<file path="src/rtl/multicycle_ctrl_if.sv">
// Control bundle between the multicycle datapath (master) and the controller (slave).
interface multicycle_ctrl_if;
  localparam int unsigned OP_W    = 6;
  localparam int unsigned SEL_W   = 2;
  localparam int unsigned STATE_W = 4;
  localparam int unsigned CNT_W   = 32;

  logic [OP_W-1:0]    op;
  logic               mem_ready;
  logic               pc_write;
  logic               pc_write_cond;
  logic               iord;
  logic               mem_read;
  logic               mem_write;
  logic               ir_write;
  logic               reg_write;
  logic [SEL_W-1:0]   regdst;
  logic [SEL_W-1:0]   memtoreg;
  logic               alusrca;
  logic [SEL_W-1:0]   alusrcb;
  logic [SEL_W-1:0]   aluop;
  logic [SEL_W-1:0]   pcsrc;
  logic [STATE_W-1:0] state;
  logic               illegal_op;
  logic               mem_err;
  logic [CNT_W-1:0]   instr_count;

  modport master (
    output op, mem_ready,
    input  pc_write, pc_write_cond, iord, mem_read, mem_write, ir_write, reg_write,
           regdst, memtoreg, alusrca, alusrcb, aluop, pcsrc, state, illegal_op,
           mem_err, instr_count
  );

  modport slave (
    input  op, mem_ready,
    output pc_write, pc_write_cond, iord, mem_read, mem_write, ir_write, reg_write,
           regdst, memtoreg, alusrca, alusrcb, aluop, pcsrc, state, illegal_op,
           mem_err, instr_count
  );
endinterface

</file>
<file path="src/rtl/multicycle_ctrl.sv">
// Multicycle MIPS-style main controller with memory-wait timeout and retired-instruction count.
// Optional feature: define MULTICYCLE_CTRL_JAL_EN to support jal (op 000011) via the JAL state.
// Control outputs are decoded combinationally from the current state (and mem_ready).
module multicycle_ctrl #(
  parameter int unsigned TIMEOUT = 16
) (
  input logic             clk,
  input logic             rst_n,
  multicycle_ctrl_if.slave bus
);
  localparam int unsigned WAIT_W = 8;
  localparam int unsigned CNT_W  = 32;
  localparam logic [WAIT_W-1:0] WAIT_LIM = WAIT_W'(TIMEOUT - 1);

  localparam logic [5:0] OP_RTYPE = 6'b000000;
  localparam logic [5:0] OP_J     = 6'b000010;
`ifdef MULTICYCLE_CTRL_JAL_EN
  localparam logic [5:0] OP_JAL   = 6'b000011;
`endif
  localparam logic [5:0] OP_BEQ   = 6'b000100;
  localparam logic [5:0] OP_ADDI  = 6'b001000;
  localparam logic [5:0] OP_LW    = 6'b100011;
  localparam logic [5:0] OP_SW    = 6'b101011;

  typedef enum logic [3:0] {
    S_FETCH  = 4'd0,
    S_DECODE = 4'd1,
    S_MEMADR = 4'd2,
    S_MEMRD  = 4'd3,
    S_MEMWB  = 4'd4,
    S_MEMWR  = 4'd5,
    S_EXEC   = 4'd6,
    S_RTWB   = 4'd7,
    S_BRANCH = 4'd8,
    S_ADDIEX = 4'd9,
    S_ADDIWB = 4'd10,
    S_JUMP   = 4'd11,
`ifdef MULTICYCLE_CTRL_JAL_EN
    S_JAL    = 4'd12,
`endif
    S_ERR    = 4'd15
  } state_e;

  state_e             state_q, state_d;
  logic [WAIT_W-1:0]  wait_q, wait_d;
  logic [CNT_W-1:0]   instr_count_q, instr_count_d;
  logic               retire;
  logic               timeout;

  // State, wait counter and retire counter registers.
  always_ff @(posedge clk) begin
    if (!rst_n) begin
      state_q       <= S_FETCH;
      wait_q        <= '0;
      instr_count_q <= '0;
    end else begin
      state_q       <= state_d;
      wait_q        <= wait_d;
      instr_count_q <= instr_count_d;
    end
  end

  // Next state and control decode; a ready in the final wait cycle beats the timeout.
  always_comb begin
    state_d           = state_q;
    retire            = 1'b0;
    timeout           = !bus.mem_ready && (wait_q == WAIT_LIM);
    bus.pc_write      = 1'b0;
    bus.pc_write_cond = 1'b0;
    bus.iord          = 1'b0;
    bus.mem_read      = 1'b0;
    bus.mem_write     = 1'b0;
    bus.ir_write      = 1'b0;
    bus.reg_write     = 1'b0;
    bus.regdst        = 2'b00;
    bus.memtoreg      = 2'b00;
    bus.alusrca       = 1'b0;
    bus.alusrcb       = 2'b00;
    bus.aluop         = 2'b00;
    bus.pcsrc         = 2'b00;
    bus.illegal_op    = 1'b0;
    bus.mem_err       = 1'b0;
    case (state_q)
      S_FETCH: begin
        bus.mem_read = 1'b1;
        bus.alusrcb  = 2'b01;
        bus.ir_write = bus.mem_ready;
        bus.pc_write = bus.mem_ready;
        if (bus.mem_ready) state_d = S_DECODE;
        else if (timeout)  state_d = S_ERR;
      end
      S_DECODE: begin
        bus.alusrcb = 2'b11;
        case (bus.op)
          OP_LW, OP_SW: state_d = S_MEMADR;
          OP_RTYPE:     state_d = S_EXEC;
          OP_BEQ:       state_d = S_BRANCH;
          OP_ADDI:      state_d = S_ADDIEX;
          OP_J:         state_d = S_JUMP;
`ifdef MULTICYCLE_CTRL_JAL_EN
          OP_JAL:       state_d = S_JAL;
`endif
          default: begin
            bus.illegal_op = 1'b1;
            state_d        = S_FETCH;
          end
        endcase
      end
      S_MEMADR: begin
        bus.alusrca = 1'b1;
        bus.alusrcb = 2'b10;
        state_d     = (bus.op == OP_SW) ? S_MEMWR : S_MEMRD;
      end
      S_MEMRD: begin
        bus.mem_read = 1'b1;
        bus.iord     = 1'b1;
        if (bus.mem_ready) state_d = S_MEMWB;
        else if (timeout)  state_d = S_ERR;
      end
      S_MEMWB: begin
        bus.reg_write = 1'b1;
        bus.memtoreg  = 2'b01;
        state_d       = S_FETCH;
        retire        = 1'b1;
      end
      S_MEMWR: begin
        bus.mem_write = 1'b1;
        bus.iord      = 1'b1;
        if (bus.mem_ready) begin
          state_d = S_FETCH;
          retire  = 1'b1;
        end else if (timeout) begin
          state_d = S_ERR;
        end
      end
      S_EXEC: begin
        bus.alusrca = 1'b1;
        bus.aluop   = 2'b10;
        state_d     = S_RTWB;
      end
      S_RTWB: begin
        bus.reg_write = 1'b1;
        bus.regdst    = 2'b01;
        state_d       = S_FETCH;
        retire        = 1'b1;
      end
      S_BRANCH: begin
        bus.alusrca       = 1'b1;
        bus.aluop         = 2'b01;
        bus.pc_write_cond = 1'b1;
        bus.pcsrc         = 2'b01;
        state_d           = S_FETCH;
        retire            = 1'b1;
      end
      S_ADDIEX: begin
        bus.alusrca = 1'b1;
        bus.alusrcb = 2'b10;
        state_d     = S_ADDIWB;
      end
      S_ADDIWB: begin
        bus.reg_write = 1'b1;
        state_d       = S_FETCH;
        retire        = 1'b1;
      end
      S_JUMP: begin
        bus.pc_write = 1'b1;
        bus.pcsrc    = 2'b10;
        state_d      = S_FETCH;
        retire       = 1'b1;
      end
`ifdef MULTICYCLE_CTRL_JAL_EN
      S_JAL: begin
        bus.pc_write  = 1'b1;
        bus.pcsrc     = 2'b10;
        bus.reg_write = 1'b1;
        bus.regdst    = 2'b10;
        bus.memtoreg  = 2'b10;
        state_d       = S_FETCH;
        retire        = 1'b1;
      end
`endif
      S_ERR: begin
        bus.mem_err = 1'b1;
        state_d     = S_ERR;
      end
      default: state_d = S_FETCH;
    endcase
  end

  // Wait counter runs only while lingering in a memory state; any state change clears it.
  always_comb begin
    wait_d = '0;
    if ((state_q == S_FETCH || state_q == S_MEMRD || state_q == S_MEMWR) &&
        (state_d == state_q) && !bus.mem_ready)
      wait_d = wait_q + WAIT_W'(1);
  end

  // Retired-instruction count, wrapping naturally.
  always_comb begin
    instr_count_d = instr_count_q + CNT_W'(retire);
  end

  assign bus.state       = state_q;
  assign bus.instr_count = instr_count_q;
endmodule

</file>
<file path="src/flat_wrapper.sv">
// flat-port wrapper written by rule: the top's interface ports become plain ports
module multicycle_ctrl_flat 
#(
  parameter int unsigned TIMEOUT = 16
)
  (clk, rst_n, bus_op, bus_mem_ready, bus_pc_write, bus_pc_write_cond, bus_iord, bus_mem_read, bus_mem_write, bus_ir_write, bus_reg_write, bus_regdst, bus_memtoreg, bus_alusrca, bus_alusrcb, bus_aluop, bus_pcsrc, bus_state, bus_illegal_op, bus_mem_err, bus_instr_count);
  multicycle_ctrl_if bus_i ();
  input logic clk;
  input logic rst_n;
  input wire logic [$bits(bus_i.op)-1:0] bus_op;
  input wire logic [$bits(bus_i.mem_ready)-1:0] bus_mem_ready;
  output wire logic [$bits(bus_i.pc_write)-1:0] bus_pc_write;
  output wire logic [$bits(bus_i.pc_write_cond)-1:0] bus_pc_write_cond;
  output wire logic [$bits(bus_i.iord)-1:0] bus_iord;
  output wire logic [$bits(bus_i.mem_read)-1:0] bus_mem_read;
  output wire logic [$bits(bus_i.mem_write)-1:0] bus_mem_write;
  output wire logic [$bits(bus_i.ir_write)-1:0] bus_ir_write;
  output wire logic [$bits(bus_i.reg_write)-1:0] bus_reg_write;
  output wire logic [$bits(bus_i.regdst)-1:0] bus_regdst;
  output wire logic [$bits(bus_i.memtoreg)-1:0] bus_memtoreg;
  output wire logic [$bits(bus_i.alusrca)-1:0] bus_alusrca;
  output wire logic [$bits(bus_i.alusrcb)-1:0] bus_alusrcb;
  output wire logic [$bits(bus_i.aluop)-1:0] bus_aluop;
  output wire logic [$bits(bus_i.pcsrc)-1:0] bus_pcsrc;
  output wire logic [$bits(bus_i.state)-1:0] bus_state;
  output wire logic [$bits(bus_i.illegal_op)-1:0] bus_illegal_op;
  output wire logic [$bits(bus_i.mem_err)-1:0] bus_mem_err;
  output wire logic [$bits(bus_i.instr_count)-1:0] bus_instr_count;
  assign bus_i.op = bus_op;
  assign bus_i.mem_ready = bus_mem_ready;
  assign bus_pc_write = bus_i.pc_write;
  assign bus_pc_write_cond = bus_i.pc_write_cond;
  assign bus_iord = bus_i.iord;
  assign bus_mem_read = bus_i.mem_read;
  assign bus_mem_write = bus_i.mem_write;
  assign bus_ir_write = bus_i.ir_write;
  assign bus_reg_write = bus_i.reg_write;
  assign bus_regdst = bus_i.regdst;
  assign bus_memtoreg = bus_i.memtoreg;
  assign bus_alusrca = bus_i.alusrca;
  assign bus_alusrcb = bus_i.alusrcb;
  assign bus_aluop = bus_i.aluop;
  assign bus_pcsrc = bus_i.pcsrc;
  assign bus_state = bus_i.state;
  assign bus_illegal_op = bus_i.illegal_op;
  assign bus_mem_err = bus_i.mem_err;
  assign bus_instr_count = bus_i.instr_count;
  multicycle_ctrl #(.TIMEOUT(TIMEOUT)) u_core (.clk(clk), .rst_n(rst_n), .bus(bus_i));
endmodule
</file>
<file path="config.mk">
export PLATFORM = sky130hd
export DESIGN_NAME = multicycle_ctrl_flat
export DESIGN_NICKNAME = d
export VERILOG_FILES = /design/src/rtl/multicycle_ctrl_if.sv /design/src/rtl/multicycle_ctrl.sv /design/src/flat_wrapper.sv
export SDC_FILE = /design/constraint.sdc
export NUM_CORES = 1
export LEC_CHECK = 0
export ABC_AREA = 0
export BUFFER_PORTS_ARGS = -buffer_cell sky130_fd_sc_hd__buf_2
export CAP_MARGIN = 0
export CORE_MARGIN = 5
export CORE_UTILIZATION = 48
export CTS_BUF_LIST = sky130_fd_sc_hd__clkbuf_4 sky130_fd_sc_hd__clkbuf_8 sky130_fd_sc_hd__clkbuf_16
export DETAILED_ROUTE_END_ITERATION = 8
export PLACE_DENSITY = 0.82
export SYNTH_ARGS = -nofsm -noshare
export SYNTH_HDL_FRONTEND = slang
export SYNTH_SLANG_ARGS = --single-unit
</file>
<file path="constraint.sdc">
create_clock -name clk -period 3.1 [get_ports clk]
set_input_delay 0.775 -clock clk [delete_from_list [all_inputs] [get_ports clk]]
set_output_delay 0.775 -clock clk [all_outputs]
set_load 0.03 [all_outputs]
</file>
# After elaboration in Yosys (flattened, before gate mapping)
# Cells that the tools add are included.
dict set report word_totals {
  register_bits 44
  in_bits 9
  out_inout_bits 56
  wordCells 66
}
dict set report classes {
  n_addsub 2
  eq_ne 19
  n_mux 25
  reduce_logical 17
}
# operator n
set op_table {}
lappend op_table {{$add 32x1->32} 1}
lappend op_table {{$pmux 4 s8} 1}
lappend op_table {{$eq 4x4->1 const B} 5}
lappend op_table {{$pmux 4 s5} 1}
lappend op_table {{$eq 4x3->1 const B} 4}
lappend op_table {{$mux 4} 4}
lappend op_table {{$mux 1} 13}
lappend op_table {{$eq 6x6->1 const B} 2}
lappend op_table {{$add 8x1->8 const B} 1}
lappend op_table {{$eq 4x2->1 const B} 2}
lappend op_table {{$eq 8x4->1 const B} 1}
lappend op_table {{$pmux 2 s2} 2}
lappend op_table {{$reduce_or 2->1} 4}
lappend op_table {{$eq 6x2->1 const B} 1}
lappend op_table {{$eq 6x3->1 const B} 1}
lappend op_table {{$eq 6x4->1 const B} 1}
lappend op_table {{$logic_not 6->1} 1}
lappend op_table {{$pmux 2 s3} 1}
lappend op_table {{$reduce_or 6->1} 1}
lappend op_table {{$reduce_or 5->1} 1}
lappend op_table {{$eq 4x1->1 const B} 1}
lappend op_table {{$eq 4x4->1} 1}
lappend op_table {{$logic_not 4->1} 1}
lappend op_table {{$pmux 1 s2} 2}
lappend op_table {{7 further kinds} 10}

# Longest topological paths before layout
dict set report logic_depth {
  depth_word 9
  ltp_mapped 11
  depth_no_buf 10
}

# Worst setup path after synthesis
# No wires, ideal clock.
dict set report synth_path {
  path_kind {register to register}
  from {register u_core.state_q[2], in the netlist u_core.bus.state[2]}
  to {register u_core.instr_count_q[24], in the netlist u_core.bus.instr_count[24]}
  setup_ns 0.115
  arrival_ns 2.906
  required_time_ns 2.985
  setup_slack_ns 0.079
  stages_incl_launch_ff 12
  n_path_buf 2
  synth_period_minus_slack_ns 3.021
  cell_sequence {dfxtp_1 > clkbuf_1 > clkbuf_1 > a21oi_1 > a211oi_1 > ha_1 > ha_1 > nand4_1 > nor4_4 > nand4_1 > xnor2_1 > and2_1}
}
dict set report synth_via {
  elab_chain_cells 4
  elab_cells_between_ends 9
  classes_between {1 x add/sub; 6 x eq/ne; 1 x mux; 1 x reduce/logical}
}
# item line
set synth_rtl {}
lappend synth_rtl {{from (decl)} multicycle_ctrl.sv:44} ;# state_e state_q, state_d;
lappend synth_rtl {{from (signal assigned)} multicycle_ctrl.sv:57} ;# state_q <= state_d;
lappend synth_rtl {{$eq 4x3->1 / $eq 4x4->1 (equally long branches)} multicycle_ctrl.sv:83} ;# case (state_q)
lappend synth_rtl {{$reduce_or 5->1 (no source line)} -}
lappend synth_rtl {{$pmux 1 s2 *} multicycle_ctrl.sv:83}
lappend synth_rtl {{$add 32x1->32 *} multicycle_ctrl.sv:200} ;# instr_count_d = instr_count_q + CNT_W'(retire);
lappend synth_rtl {{to (signal assigned)} multicycle_ctrl.sv:59} ;# instr_count_q <= instr_count_d;
lappend synth_rtl {{to (decl)} multicycle_ctrl.sv:46} ;# logic [CNT_W-1:0] instr_count_q, instr_count_d;
# Mark *: on every way between the ends. The rest lies on a longest branch, timed or not.
# A chain may end at the register's enable or synchronous reset.

# Worst setup path after layout
dict set report layout_path {
  from {register u_core.state_q[0], in the netlist u_core.bus.state[0]}
  to {register u_core.instr_count_q[16], in the netlist u_core.bus.instr_count[16]}
}
# Same word-level chain as after synthesis.

==> summary.txt <==
Detailed routing
  – Vias per Instance: 5.26
  – Post-route ant nets: 0
  – DR iter-0 viols: 96
  – Drc violations: 0
  – Drt pass-1 iters: 4
  – WL/cell: 12.9 µm
  – Via count: 2137
  – Total wire length: 5250 µm

STA
  – Hold WS: 0.457 ns
  – Setup ws final: 0.417 ns
  – Final setup fails: 0
  – Clock skew: 0.00395 ns
  – Unrepaired setup endpoints after global routing: no
  – Max Clk Rate: 373 MHz
  – Final min period: 2.68 ns
  – Setup tns final: 0 ns
  – Max-slew violation count: 0
  – Final period util: 86.5%
  – Hold Vio Cnt, Final: 0

Power
  – P_leak: 1.31 nW
  – Pwr/cell area: 369 nW/µm²
  – Power Total: 1.07 mW
  – Max IR drop VDD: 0.162 mV

Place
  – Setup slack at placement: 0.136 ns
  – DP HPWL: 3950 µm
  – IO buf count: 62
  – GP Congestion: 0.817

Layout
  – Layout net count: 352
  – Diode count: 0
  – Fillers: 450
  – Area Overhead vs Synth: 19.4%
  – Share of post-route cells with drive strength above 1: 26.3%
  – Final core occ: 59.9%

CTS
  – CTS H-tree depth: 2
  – Setup Buffers After CTS: 0
  – CTS Root Buffer Type: clkbuf_8
  – Post-cts resize count: 0
  – Post-CTS Hold Fix Bufs: 0
  – Clk_lat worst skew: 0.29 ns
  – Num Clock Sinks: 44
  – CTS tree: done
  – TritonCTS Buffers: 5
  – CTS clock-pin slew for the worst setup and hold paths: 0.08 ns
  – Clock Path Buffers: 2

GRT
  – Initial antenna violation count: 0
  – Gr usage total: 16.9%
  – Largest net degree at the start of global routing: 25
  – Number of global-route vias before repair: 2090
  – GR Overflow Total: 0
  – Global-route wire length before repair: 8890 µm

Worst setup path
  – Setup CP Type: register to register
  – Critical path data arrival time: 2.87 ns
  – CP endpoint kind: register
  – Reg2reg setup slack: 0.42 ns
  – Crit-path max FO: 10
  – Startpoint Class: register
  – WP data required: 3.29 ns

Floorplanning
  – Die X: 80.9 µm
  – Core ar.: 4820 µm²
  – Initial Util: 50.2%
  – I/O pins: 65
  – Cell row count: 25
  – Die Ht: 80.9 µm
  – Die Area: 6550 µm²

Synthesis
  – Post-synth top cells: 44 x dfxtp_1, 27 x and2_1, 26 x nor2_1, 25 x xnor2_1, 17 x nand2_1
  – Yosys top cell area share: 36.5%
  – Ys async rst share: 0%
  – Sequential-to-total area share from yosys stat: 36.5%
  – #FFs+latches synth: 44
  – Netlist Area Pre-Place: 2420 µm²
  – Area leader, netlist: dfxtp_1
  – Top cells by area, synth: dfxtp_1 36%, xnor2_1 9.1%, and2_1 7.0%
  – Top_reg_cell synth: dfxtp_1
  – Post-synthesis cell count: 280
  – Most common cell in the netlist: dfxtp_1
  – Post-Syn Area per Cell: 8.63 µm²
  – Yosys cell types: 49
  – Synth warn: 0
  – Post-synth EDFFs: 0

Worst hold path
  – Hold WC Path Type: register to register

Flow run
  – Maxcap violations: 0

Outcome
  – Status: finished clean
## final cells by class
type / instances / area (µm²) / share of cell area, %
Clock buffer: 5 / 68.8 / 2.39
Multi-Input combinational cell: 218 / 1450 / 50.3
Tap cell: 67 / 83.8 / 2.91
Sequential cell: 44 / 881 / 30.5
Inverter: 2 / 7.51 / 0.260
Clock inverter: 1 / 30.0 / 1.04
Timing Repair Buffer: 69 / 363 / 12.6
## through the flow
step | std cells | area [µm²]
6_report | 406 | 2890
5_1_grt | 406 | 2890
4_1_cts | 406 | 2890
3_5_place_dp | 400 | 2790
3_3_place_gp | 400 | 2790
2_1_floorplan | 281 | 2420
## per-layer routing
metal | wire length, µm | vias up | global-route usage [%]
met3 | 264 | 9 | 2.99
met4 | 95 | 0 | 8.28
met5 | 0 | - | 0
li1 | - | 1072 | -
met1 | 2370 | 1010 | 20.2
met2 | 2520 | 46 | 29.1
## kinds of logic (layout without fill, tap and decap cells)
group / count (synthesis) / in the layout / synth area share, %
buf+inv: 19 / 77 / 3.62
other cells: 1 / 2 / 0.155
mux: 2 / 2 / 0.829
flops: 44 / 44 / 36.5
simple gates: 143 / 143 / 35.7
compound gates: 31 / 31 / 8.23
xor+xnor: 37 / 37 / 13.4
fa+ha+maj: 3 / 3 / 1.55
## worst max-delay path, stage by stage (launching register included)
cell and delay (ns):
dfxtp_1 0.52, nand2b_1 0.19, nand2b_1 0.06, a211oi_1 0.25, ha_1 0.23, ha_1 0.21
nand4_1 0.21, nor4_4 0.29, buf_4 0.20, nand3_1 0.12, xnor2_1 0.15, and2_1 0.16
## placed cells by master, fill, tap and decap left out, drive strengths merged, types with 3 or more instances in the layout
master	Yosys	routed
a21boi	7	7
a21oi	4	4
and2	27	27
and3	7	7
buf	5	69
clkbuf	12	5
dfxtp	44	44
ha	3	3
nand2	18	18
nand2b	5	5
nand3	16	16
nand3b	3	3
nand4	14	14
nor2	27	27
nor3	9	9
nor3b	3	3
nor4	3	3
o21ai	11	11
or3	4	4
xnor2	25	25
xor2	12	12
## report_power, final
| group | internal (mW) | leakage, nW | switching, mW |
|---|---|---|---|
| Sequential | 0.568 | 0.355 | 0.00403 |
| Clock | 0.231 | 0.0501 | 0.178 |
| Combinational | 0.0286 | 0.909 | 0.0565 |
| Total | 0.827 | 1.31 | 0.238 |
## final timing paths
path                                     startpoint                          to  depth (start not counted)
worst max-delay path            u_core.bus.state[0]  u_core.bus.instr_count[16]                         11
worst min-delay path               u_core.wait_q[0]            u_core.wait_q[0]                          1
worst max register to register  u_core.bus.state[0]  u_core.bus.instr_count[16]                         11
worst min register to register     u_core.wait_q[0]            u_core.wait_q[0]                          1
## registers in the layout, indices dropped and copies added, names as in the netlist
name,count
u_core.bus.instr_count,32
u_core.bus.state,4
u_core.wait_q,8
No activity file was read; power rests on OpenSTA's default activity.
